File: src/rtl/sevenseg_scan_controller.sv
// Time-multiplexed 7-segment scan controller: per-digit hex registers, prescaled
// digit slots with a one-cycle blank between digits. Optional macro: LEADING_ZERO_BLANK_EN.
module sevenseg_scan_controller #(
  parameter int NUM_DIGITS = 8,
  parameter int DIV        = 100000,
  parameter int DIV_W      = 17
) (
  input  logic                  clk,
  input  logic                  reset,
  input  logic                  enable,
  input  logic                  wr_en,
  input  logic [2:0]            wr_addr,
  input  logic [3:0]            wr_data,
  input  logic [NUM_DIGITS-1:0] dp_in,
  input  logic [NUM_DIGITS-1:0] digit_mask,
  output logic [NUM_DIGITS-1:0] an,
  output logic [6:0]            sseg,
  output logic                  dp,
  output logic                  frame_done
);

  // state      | meaning
  // ST_BLANK   | all segments and anodes off for one slot cycle (anti-ghosting)
  // ST_DISPLAY | digit sel driven for the remaining DIV-1 cycles of the slot

  localparam int SEL_W = (NUM_DIGITS > 1) ? $clog2(NUM_DIGITS) : 1;

  typedef enum logic {
    ST_BLANK   = 1'b0,
    ST_DISPLAY = 1'b1
  } state_t;

  state_t                  state, state_nxt;
  logic [SEL_W-1:0]        sel, sel_nxt;
  logic [DIV_W-1:0]        count, count_nxt;
  logic [3:0]              digit_q [NUM_DIGITS];
  logic                    tick;
  logic                    last_digit;
  logic [NUM_DIGITS-1:0]   dark;
  logic [NUM_DIGITS-1:0]   an_nxt;
  logic [6:0]              sseg_nxt;
  logic                    dp_nxt;
  logic                    frame_done_nxt;

  function automatic logic [6:0] hex_to_sseg(input logic [3:0] v);
    logic [6:0] s;
    case (v)
      4'h0: s = 7'h40;
      4'h1: s = 7'h79;
      4'h2: s = 7'h24;
      4'h3: s = 7'h30;
      4'h4: s = 7'h19;
      4'h5: s = 7'h12;
      4'h6: s = 7'h02;
      4'h7: s = 7'h78;
      4'h8: s = 7'h00;
      4'h9: s = 7'h10;
      4'hA: s = 7'h08;
      4'hB: s = 7'h03;
      4'hC: s = 7'h46;
      4'hD: s = 7'h21;
      4'hE: s = 7'h06;
      default: s = 7'h0E;
    endcase
    return s;
  endfunction

  assign tick       = (count == DIV_W'(DIV - 1));
  assign last_digit = (sel == SEL_W'(NUM_DIGITS - 1));

`ifdef LEADING_ZERO_BLANK_EN
  // A zero digit is dark only when every more significant digit is also zero.
  always_comb begin
    logic higher_nz;
    higher_nz = 1'b0;
    dark      = '0;
    for (int i = NUM_DIGITS - 1; i > 0; i--) begin
      dark[i]   = ~higher_nz & (digit_q[i] == 4'd0);
      higher_nz = higher_nz | (digit_q[i] != 4'd0);
    end
  end
`else
  assign dark = '0;
`endif

  always_comb begin
    state_nxt      = state;
    sel_nxt        = sel;
    count_nxt      = tick ? '0 : count + DIV_W'(1);
    an_nxt         = '1;
    sseg_nxt       = 7'h7F;
    dp_nxt         = 1'b1;
    frame_done_nxt = 1'b0;
    case (state)
      ST_BLANK: state_nxt = ST_DISPLAY;
      ST_DISPLAY: begin
        if (!dark[sel]) begin
          for (int i = 0; i < NUM_DIGITS; i++) begin
            an_nxt[i] = !(digit_mask[i] && (sel == SEL_W'(i)));
          end
          sseg_nxt = hex_to_sseg(digit_q[sel]);
          dp_nxt   = ~dp_in[sel];
        end
        if (tick) begin
          state_nxt      = ST_BLANK;
          sel_nxt        = last_digit ? '0 : sel + SEL_W'(1);
          frame_done_nxt = last_digit;
        end
      end
      default: state_nxt = ST_BLANK;
    endcase
  end

  always_ff @(posedge clk) begin
    if (reset) begin
      state      <= ST_BLANK;
      sel        <= '0;
      count      <= '0;
      an         <= '1;
      sseg       <= 7'h7F;
      dp         <= 1'b1;
      frame_done <= 1'b0;
    end else if (enable) begin
      state      <= state_nxt;
      sel        <= sel_nxt;
      count      <= count_nxt;
      an         <= an_nxt;
      sseg       <= sseg_nxt;
      dp         <= dp_nxt;
      frame_done <= frame_done_nxt;
    end else begin
      frame_done <= 1'b0;
    end
  end

  // Digit registers take writes regardless of enable so values can be staged while frozen.
  always_ff @(posedge clk) begin
    if (reset) begin
      for (int i = 0; i < NUM_DIGITS; i++) digit_q[i] <= 4'd0;
    end else if (wr_en && (int'(wr_addr) < NUM_DIGITS)) begin
      digit_q[wr_addr[SEL_W-1:0]] <= wr_data;
    end
  end

endmodule

File: config.mk
export PLATFORM = sky130hd
export DESIGN_NAME = sevenseg_scan_controller
export DESIGN_NICKNAME = d
export VERILOG_FILES = /design/src/rtl/sevenseg_scan_controller.sv
export SDC_FILE = /design/constraint.sdc
export NUM_CORES = 1
export LEC_CHECK = 0
export ABC_AREA = 1
export BUFFER_PORTS_ARGS = -buffer_cell sky130_fd_sc_hd__buf_2
export CORE_AREA = 5 5 70 120
export DETAILED_ROUTE_END_ITERATION = 7
export DIE_AREA = 0 0 75 125
export PLACE_DENSITY = 0.74
export SYNTH_ARGS = -nofsm -noshare
export SYNTH_HDL_FRONTEND = slang
export SYNTH_SLANG_ARGS = --single-unit
File: constraint.sdc
create_clock -name clk -period 5.81 [get_ports clk]
set_clock_uncertainty 0.2 [all_clocks]
set_input_delay 0 -clock clk [delete_from_list [all_inputs] [get_ports clk]]
set_output_delay 0 -clock clk [all_outputs]
set_load 0.01 [all_outputs]
Word-level counts from Yosys, hierarchy flattened
Memories as Yosys holds them, arrays and structs flattened. A register that Yosys moved wholly into a read port is not among the register bits.
Index checks and enable logic that the tools add are counted.

operators by class
  reductions and logical operators = 20
  add/subtract/negate cells = 2
  eq/ne operators = 8
  bitwise logic cells = 4
  mux-type cells = 25
  $lt $le $gt $ge = 1

operator list
  operator                                             number
  2-to-1 mux 3 bit                                     6
  adder 17 x 1 -> 17 bit (second input constant)       1
  == test 17 bit (second input constant)               1
  2-to-1 mux 17 bit                                    1
  2-to-1 mux 8 bit                                     2
  2-to-1 mux 7 bit                                     2
  == test 3 bit (second input constant)                4
  2-to-1 mux 1 bit                                     11
  logical AND 1 bit                                    8
  zero test 1 bit                                      8
  OR reduction 4 bit                                   2
  == test 3 x 2 -> 1 bit (second input constant)       2
  < comparator 3 x 4 -> 1 bit (second input constant)  1
  2-to-1 mux 4 bit                                     1
  NOT 1 bit                                            4
  adder 3 x 1 -> 3 bit (second input constant)         1
  binary-select mux 1 bit (select 3 bit)               1
  == test 3 x 1 -> 1 bit (second input constant)       1
  zero test 3 bit                                      1
  AND reduction 3 bit                                  1
  one-hot mux 1 bit (2 select lines)                   1

storage, ports and cells
  logic and storage cells = 70
  memory bits (writable) = 32
  input bits = 27
  memories = 3
  bits in read-only memories = 120
  flip-flop bits (word level) = 38
  output and inout port bits = 17

memory list
  memory            depth  width  read ports  clocked after Yosys merged registers in  wr ports  RTL line  text
  (name not given)  16     7      1           0                                        0         47        case (v)
  digit_q           8      4      1           1                                        8         36        logic [3:0] digit_q [NUM_DIGITS];
  (name not given)  8      1      1           1                                        0         97        if (!dark[sel]) begin

Depth between registers and ports, before layout
  word-level depth = 5
  gate-level depth with buffers = 16
  gate-level depth less buffers = 14

Worst setup path before layout
No wires, ideal clock.

  kind = flip-flop to flip-flop
  from = register (tool-made name)
  to = register sseg[5]
  cell stages (with the launch flop) = 17
  data arrival time = 1594 ps
  path buffers = 2
  slack = 3889 ps
  required time = 5484 ps
  period minus slack after synthesis = 1921 ps
  library setup time = 126 ps
  cell sequence = dfxtp_1 buf_4 inv_4 buf_6 nand2_1 nand2_1 nand2_1 nand3_1 nand2_1 inv_1 ha_1 nand3_1 nand2_1 nand2_1 nand3_1 nand2_1 nand2_1

RTL lines
  what                  RTL line  text
  end signal, assigned  128       sseg <= sseg_nxt;
  end, declared         17        output logic [6:0] sseg,

Worst setup path in the final report
  from = register sel[0]
  to = register dp

on the way
  cells in the longest elaborated chain, start to end = 5

ends and longest elaborated chain
  what                                    RTL line  text
  start, declared                         34        logic [SEL_W-1:0] sel, sel_nxt;
  start signal, assigned                  125       sel <= sel_nxt;
  binary-select mux 1 bit (select 3 bit)  102       dp_nxt = ~dp_in[sel];
  2-to-1 mux 1 bit (implied by the code)  102
  NOT 1 bit                               102
  2-to-1 mux 1 bit                        97
  2-to-1 mux 1 bit                        94        case (state)
  end signal, assigned                    129       dp <= dp_nxt;
  end, declared                           18        output logic dp,

No other way between the ends. The select of a mux whose other input is x is not followed.
A chain may end at the register's enable or synchronous reset.

==> impl.org <==
** Status
- Result of the run :: finished, final reports clean

** Synthesis
- Summing the sequential cell areas from Yosys gives 45.7% of the chip area.
- Synthesis inferred 73 register bits.
- YS warnings :: 0
- Syn_area_per_cell :: 7.68 um^2
- Yosys mapped the design onto 39 distinct sky130hd cell types.
- Counting flops with an async set or reset pin after synthesis yields a share of 0%.
- Synth Cell Area :: 0.00390 mm^2
- Gate count after technology mapping :: ~500
- Yosys mapped a number of flops with a built-in enable equal to 32.
- Leading cell types by total area after synthesis :: edfxtp_1, dfxtp_1, nand2_1
- The largest total area in the synthesized netlist belongs to edfxtp_1.
- The synthesized design devotes to its leading area cell type 24.6% of total area.
- Syn Nets :: 548
- Dominant synthesized flop cell :: dfxtp_1

** Global route
- The initial antenna violation count is 0.
- Maximum number of pins on one net before global-route repair :: 29
- The number of global-route vias before repair is 3427.
- Global routing finished with a remaining overflow of 0.
- Global router's overall resource usage :: 21.4%
- The first global-routing pass estimated between 15000 and 20000 um of wire.

** Placement
- Buffers placed on the I/O ports in this run total 43.
- Post-Place Cells :: between 600 and 700
- Final Wtd Congestion :: 0.918
- Post-place setup slack :: roughly 3500 ps
- Estimated wirelength of the detail-placed design :: 6670 um

** Worst setup path
- For the worst setup path, the data required time is 5880 ps.
- Worst R2R Path Depth :: 8
- Maximum fanout encountered on the critical timing path :: 8
- The worst register-to-register path begins at sel[0].
- WP data arrival :: 2680 ps
- The worst setup path is captured at a register.
- Setup slack on the worst reg-to-reg path comes out at 3210 ps.
- Startpoint kind of the worst setup timing path :: register
- In this run the critical register-to-register path is captured at dp.
- Type of the setup path with the least slack :: reg2reg

** CTS
- The number of hold buffers added after CTS was 21.
- After clock tree synthesis, the clock-pin slew on the worst setup and hold paths is 60 ps.
- Clock tree from TritonCTS :: built
- Number of clock sinks :: 73
- Counting the buffers created by CTS gives 9.
- Clk_lat worst skew :: 330 ps
- CTS root buf :: clkbuf_16
- The clock passes through at most 2 buffers.
- Gates resized during post-CTS repair numbered 0.
- Post-CTS setup buffers :: 0
- H-Tree Level Count :: 3

** Finish
- Once layout is complete, the cells apart from fillers number 665.
- Relative to the synthesized area, the layout overhead comes to 20.0%.
- # fillers :: 640
- Proportion of layout cells with a drive suffix above 1 :: 16.3%
- In the final design database the tool counted 612 nets.
- The library cell used most frequently in the layout, excluding fill and tap cells, is nand2_1.
- Final design utilization :: 63.2%
- Seq. cell area :: 0.00178 mm^2
- The number of antenna diodes in the final layout is 0.
- Area used by multi-input combinational logic :: about 0.0018 mm^2
- The library cells used most frequently in the layout, excluding fill and tap cells, are nand2_1, nor2_1, inv_1.

** Die
- Total Die Area :: 0.00938 mm^2
- Die Span X :: approximately 75 um
- # rows :: 42
- Core area :: 0.00741 mm^2
- Ports placed on the boundary :: 44
- Initial Utilization :: 52.6%
- Measured along the y axis, the die boundary spans 125 um.

** Pwr
- Dividing total power by cell area gives a power density of 256 mW/mm^2.
- VDD sags by at most 209 uV.
- Summed over all cells, the static leakage comes to 0.00206 uW.

** Route
- DR vias/cell :: 5.19
- 1st-pass router iterations :: 4
- The routed layout has between 3000 and 4000 vias.
- DRT Wirelength :: around 9000 um
- Antenna viol nets, final :: 0
- The first routing iteration left 165 violations.
- In the routed design, unresolved DRC markers number 0.
- In the final routed layout, each cell accounts on average for 13.7 um.

** STA
- The clock period could shrink to 2600 ps.
- The tightest hold path in the finished design has a slack of 121 ps.
- Number of setup violations in the final report :: 0
- Achievable Freq :: 0.384 GHz
- Setup slack on the critical path of the routed design comes to around 3200 ps.
- Setup Total Neg Slack :: 0 ps
- Measured against its own limit, the worst slew margin works out to 65.1%.
- The max-slew violation count is 0.
- Count of endpoints failing hold in the final timing report :: 0
- After layout, the worst path uses 44.8% of the clock period.
- At the pin with the least slew margin, the transition time is 523 ps.
- Unrepaired setup endpoints after global routing :: false

** Min path
- Hold Startpoint :: wr_en
- Worst min-delay path category :: in2reg
- Count of cells along the worst hold path :: 5
- The path with the worst hold slack has its endpoint at digit_q[3][0].

** Job
- Max-cap violations in this run came to 0.
-- synthesized netlist by cell type, types with 5 or more instances --
master      n
nor2_1     71
edfxtp_1   32
clkbuf_1    7
inv_1      61
o21ai_0     7
nand4_1     7
nand2_1   139
xor2_1      5
dfxtp_1    41
nor3_1      6
o22ai_1     7
nand3_1    51
inv_2       5
or2_2       7
a21oi_1     8
ha_1       13
-- worst max-delay path, stage by stage (launching register included) --
cell,delay (ps)
dfxtp_1,480
inv_1,190
o21ai_0,190
o211ai_1,120
dlygate4sd3_1,600
nand3_1,70
dlygate4sd3_1,540
o21ai_0,80
nand2_1,80
-- per-stage QoR --
stage / cell area (um^2) / total power, uW
detailed placement: 4170 / 658
global route: 4680 / 1250
floorplan: 3900 / 627
finish: 4680 / 1200
CTS: 4680 / 1210
global placement: 4170 / 656
-- final cells by class --
| cell class | instances | area share [%] |
|---|---|---|
| Clock inverter | 4 | 0.508 |
| Multi-Input combinational cell | 356 | 38.4 |
| Inverter | 67 | 5.43 |
| Clock buffer | 12 | 5.94 |
| Sequential cell | 73 | 38.1 |
| Tap cell | 88 | 2.35 |
| Timing Repair Buffer | 65 | 9.25 |
-- how the worst max path moves through the flow --
| stage | start | depth (start not counted) | endpoint |
|---|---|---|---|
| after floorplan | register | 16 | sseg[5] |
| after global placement | register | 14 | sseg[5] |
| after detailed placement | register | 14 | sseg[5] |
| after CTS | sel[0] | 8 | dp |
| after global routing | sel[0] | 8 | dp |
| final | sel[0] | 8 | dp |
-- flip-flops by register name, indices dropped and copies added, names as in the netlist, named ones only --
name,cells
sel,3
count,17
sseg,7
frame_done,1
digit_q,32
dp,1
an,8
state,1
-- logic make-up (layout without fill, tap and decap cells) --
family                     Yosys count  count (layout)  share of synthesized area (%)
AOI/OAI and AO/OA                   33              33                           5.29
xor gates and xnor gates             5               5                           1.12
adders and majority gates           13              13                           4.17
buffers and inverters               79             148                           8.18
DFF                                 73              73                           45.7
and+or+nand+nor                    305             305                           35.5
-- report_power, final --
group	leakage [uW]	total (uW)	internal [uW]	switching, uW
clock	0.000153	538	336	202
sequential	0.000639	561	554	6.86
combinational	0.00127	96.4	36.5	59.8
-- layer usage --
metal  GRT usage (%)  up-vias  wire length [um]
li1                -     1754                 -
met1            22.3     1597              3290
met2            39.4       73              5180
met3            4.26       28               303
met4            9.01        0               328
met5               0        -                 0
No activity file was read; power rests on OpenSTA's default activity.
